**src/rtl/canden_dyn_ctrl.sv**
```systemverilog
// canden_dyn_ctrl
//   Dynamic enable controller placed directly upstream of the CANDEN clock-gate
//   cell. It collects clock-on requests from NREQ consumers and drives
//   CANDEN's DYNEN and DEN inputs. Once DYNEN has been high for WAKE_CYC edges,
//   each requester gets an ACK, which means its gated clock is running and
//   stable. After the last request drops, the clock is held for IDLE_CYC
//   edges and then gated off.
//
// Ports
//   CLKIN    in   free-running source clock; all logic on the rising edge
//   RST      in   asynchronous, active-high reset
//   REQ      in   [NREQ] per-requester level request
//   FORCE_ON in   keeps the gated clock on; never produces an ACK
//   ACK      out  [NREQ] per-requester grant, registered
//   DYNEN    out  dynamic enable to CANDEN, registered
//   DEN      out  dynamic-mode select to CANDEN, registered
//   BUSY     out  high whenever the controller is not in OFF
module canden_dyn_ctrl #(
    parameter int NREQ     = 4,
    parameter int WAKE_CYC = 2,
    parameter int IDLE_CYC = 8,
    parameter int CW       = 4
) (
    input  logic            CLKIN,
    input  logic            RST,
    input  logic [NREQ-1:0] REQ,
    input  logic            FORCE_ON,
    output logic [NREQ-1:0] ACK,
    output logic            DYNEN,
    output logic            DEN,
    output logic            BUSY
);

    localparam logic [1:0] S_OFF   = 2'd0;
    localparam logic [1:0] S_WAKE  = 2'd1;
    localparam logic [1:0] S_ON    = 2'd2;
    localparam logic [1:0] S_DRAIN = 2'd3;

    localparam logic [CW-1:0] WAKE_LD = CW'(WAKE_CYC);
    localparam logic [CW-1:0] IDLE_LD = CW'(IDLE_CYC);
    localparam logic [CW-1:0] CNT_ONE = CW'(1);

    logic [1:0]    state;
    logic [CW-1:0] cnt;
    logic          any_req;

    assign any_req = (|REQ) | FORCE_ON;

    // BUSY decodes the state register only, so no input reaches it combinationally.
    assign BUSY = (state != S_OFF);

    always_ff @(posedge CLKIN or posedge RST) begin
        if (RST) begin
            state <= S_OFF;
            cnt   <= '0;
            DYNEN <= 1'b0;
            ACK   <= '0;
            DEN   <= 1'b0;
        end else begin
            // Dynamic mode is selected from the first edge after reset onwards.
            DEN <= 1'b1;
            case (state)
                S_OFF: begin
                    ACK <= '0;
                    if (any_req) begin
                        state <= S_WAKE;
                        DYNEN <= 1'b1;
                        cnt   <= WAKE_LD;
                    end
                end
                S_WAKE: begin
                    // Runs to completion even if every request has gone away;
                    // a request present on the final edge is granted right away.
                    if (cnt == CNT_ONE) begin
                        state <= S_ON;
                        ACK   <= REQ;
                    end else begin
                        cnt <= cnt - CNT_ONE;
                        ACK <= '0;
                    end
                end
                S_ON: begin
                    if (!any_req) begin
                        state <= S_DRAIN;
                        cnt   <= IDLE_LD;
                        ACK   <= '0;
                    end else begin
                        ACK <= REQ;
                    end
                end
                S_DRAIN: begin
                    // The clock never stopped, so a returning request skips the
                    // wake delay; it also beats the final idle edge.
                    if (any_req) begin
                        state <= S_ON;
                        ACK   <= REQ;
                    end else if (cnt == CNT_ONE) begin
                        state <= S_OFF;
                        DYNEN <= 1'b0;
                        ACK   <= '0;
                    end else begin
                        cnt <= cnt - CNT_ONE;
                        ACK <= '0;
                    end
                end
                default: begin
                    state <= S_OFF;
                    DYNEN <= 1'b0;
                    ACK   <= '0;
                end
            endcase
        end
    end

endmodule

```
**config.mk**
```make
export PLATFORM = sky130hd
export DESIGN_NAME = canden_dyn_ctrl
export DESIGN_NICKNAME = d
export VERILOG_FILES = /design/src/rtl/canden_dyn_ctrl.sv
export SDC_FILE = /design/constraint.sdc
export NUM_CORES = 1
export LEC_CHECK = 0
export BUFFER_PORTS_ARGS = -buffer_cell sky130_fd_sc_hd__buf_4
export CAP_MARGIN = 40
export CORE_AREA = 2 2 39 41
export CTS_BUF_LIST = sky130_fd_sc_hd__clkbuf_16
export DETAILED_ROUTE_END_ITERATION = 7
export DIE_AREA = 0 0 41 43
export HOLD_SLACK_MARGIN = 0.06
export PLACE_DENSITY = 0.8
export SYNTH_ARGS = -nofsm -noshare
export SYNTH_HDL_FRONTEND = slang
export SYNTH_SLANG_ARGS = --single-unit
export TNS_END_PERCENT = 10
```
**constraint.sdc**
```tcl
create_clock -name CLKIN -period 3.3 [get_ports CLKIN]
set_clock_uncertainty 0.15 [all_clocks]
set_input_delay 0.33 -clock CLKIN [delete_from_list [all_inputs] [get_ports CLKIN]]
set_output_delay 0.33 -clock CLKIN [all_outputs]
set_load 0.01 [all_outputs]
```
==> impl_metrics.toml <==
[sta]
rsz0062_at_grt = "false"
whs_ps = 184
finalSetupViolCount = 0
timing_hold_violations_final = 0
period_minus_slack_ps = 1670
post-route-period-util = 0.507
timing.setup.tns_ps = 0
worst_slack_ps = 1630
fmax_mhz = 598
finalMaxSlewViolations = 0

[final_layout]
final_nets = 90
drive_gt1_frac = 0.241
multi_input_area_um2 = 288
n_fill_cell = 125
final_common_cell = "buf_4"
antenna_cells = 0
regArea_um2 = 300
syn2layout_area_growth_pct = 30.7
postLayoutCellArea_um2 = 810
final_cell_mix = "13 x buf_4, 12 x dfrtp_1, 5 x nor2_1, 5 x o21ai_0, 5 x inv_1"

[clock_network]
clk_path_buf_depth = 2
clkLatencyLatePin_ps = 240
cts_buffers = 3
h-tree-depth = 1
cts_setup_buffers = 0
clock-sinks = 12
cts_root_buffer = "clkbuf_16"
cts_tree = "built"
path_clk_slew_ps = 40

[logic_synthesis]
synth_fa_ha_area_frac = 0.0404
ys_types = 29
synth-xor-area-share = 0
ys_ff_latch = 12
synth_warnings = 0
seq_area_frac_synth = 0.485
syn_area_per_cell_um2 = 9.53
muxShareOfSynthArea = 0
synthSimpleGateAreaFrac = 0.232
synth_top_family_by_area = "simple AND/OR/NAND/NOR gates"
synth.largest_area_cell = "dfrtp_1"
netlist_instances = 65
synthTopCellsByArea = "dfrtp_1 48%, ha_1 4.0%, nor2b_1 4.0%"
synthesis.nets = 74
synth_compound_area_frac = 0.186
syn_area_um2 = 619
synth_top_cell_area_share = 0.485

[routing]
routed_wl_um = 1260
drc = 0
detail_route.wl_per_cell_um = 13.3
drt_iter0_drc = 10
via_per_inst = 5.59
ant_nets = 0
firstDrtPassIters = 4
num_vias = 531

[floorplanning]
die_width_um = 41
core-area_mm2 = 0.00138
ios = 14
initial_utilization = 0.448
rows = 14
die-area_mm2 = 0.00176
fp.dieH_um = 43

[worst_setup_path]
cp_slowest_cell = "dfrtp_1"
cp.required_ps = 3310
cp-end-kind = "register"
cp.arrival_ps = 1690
path_cells = "inv_1, ha_1, and4bb_2, o41ai_1, a32oi_1, o21ai_1"
cp_max_fo = 5
start_kind = "register"
crit_type = "register to register"
slowest_delay_ps = 390

[global_route]
first_global_vias = 513
gr-total-overflow = 0
grt_pass1_wl_um = 2150
grt_util_all_layers = 0.191
grt_max_degree = 13
antenna_found_initial = 0

[status]
status = "finished clean"

[placed_design]
place_area_um2 = 724
post-place-ws_ps = 1510
dp_hpwl_um = 923
gp_congestion = 0.865
io_buffers = 13

[run]
drv_cap = 0

[power]
power-per-cell-area_mw_per_mm2 = 562
leakage_uw = 0.000351
vdd_drop_max_mv = 0.325

[min_path]
hold_class = "primary input to register"
registers in the layout (all words and copies together), names as in the netlist:
| signal | cells |
|---|---|
| ACK | 4 |
| DEN | 1 |
| DYNEN | 1 |
| cnt | 4 |
| state | 2 |
per-stage QoR:
step                std cells  power (uW)   util
floorplan                  65         217      -
global placement           91         239  0.524
detailed placement         91         241  0.524
CTS                        95         461  0.585
global route               95         482  0.585
finish                     95         455  0.585
cell type report:
cell class	instances	share of cell area
Inverter	5	0.0232
Sequential cell	12	0.371
Multi-Input combinational cell	45	0.355
Tap cell	16	0.0247
Clock buffer	3	0.0927
Timing Repair Buffer	14	0.133
cells by family (layout without fill, tap and decap cells):
family	count (synthesis)	after routing
fa+ha+maj	2	2
simple gates	24	24
flops	12	12
other cells	1	1
buf+inv	8	22
compound gates	18	18
critical path: cells and delay by family, from the launching register on:
family	cells	cell delay (ps)
adders and majority gates	1	210
AOI/OAI and AO/OA	3	510
and+or+nand+nor	1	260
buffers and inverters	1	80
DFF	1	390
metal layers:
metal | vias to the layer above | share of wire | track usage
met5 | - | 0 | 0
met1 | 252 | 0.43 | 0.215
met4 | 0 | 0.035 | 0.140
met3 | 5 | 0.050 | 0.0628
li1 | 260 | - | -
met2 | 14 | 0.48 | 0.284
repair_timing:
action / 4_1_cts / 5_1_grt
endpoints found under the setup margin: 0 / 0
hold buffers: 1 / 0
resized for setup: 0 / 0
hold endpoints to repair: 12 / 0
Yosys cell counts (all sizes together):
cell type	count
a21oi	4
a22oi	1
a32oi	1
and4bb	1
buf	1
clkbuf	2
conb	1
dfrtp	12
ha	2
inv	5
nand2	2
nand2b	2
nand3	3
nand4bb	1
nor2	5
nor2b	4
nor3	2
o21ai	6
o22ai	1
o311ai	2
o31a	1
o31ai	1
o41ai	1
or2	2
or3	1
or4	1
report_power, final:
part / internal [uW] / switching [uW] / total, uW
registers: 161 / 13.0 / 174
clock network: 157 / 57.8 / 215
logic: 34.5 / 30.7 / 65.2
total: 353 / 102 / 455
path summary, 6_finish.rpt:
check                      cells past startpoint      to   start  slack (ps)
max in group asynchronous                      3  ACK[0]     RST        2170
hold reg to reg                                2   DYNEN   DYNEN         420
hold / removal                                 2  ACK[0]  REQ[0]         180
min in group asynchronous                      3  ACK[1]     RST         510
setup / recovery                               6  cnt[2]  cnt[1]        1630
setup reg to reg                               6  cnt[2]  cnt[1]        1630
Power figures use the tool's default switching activity.
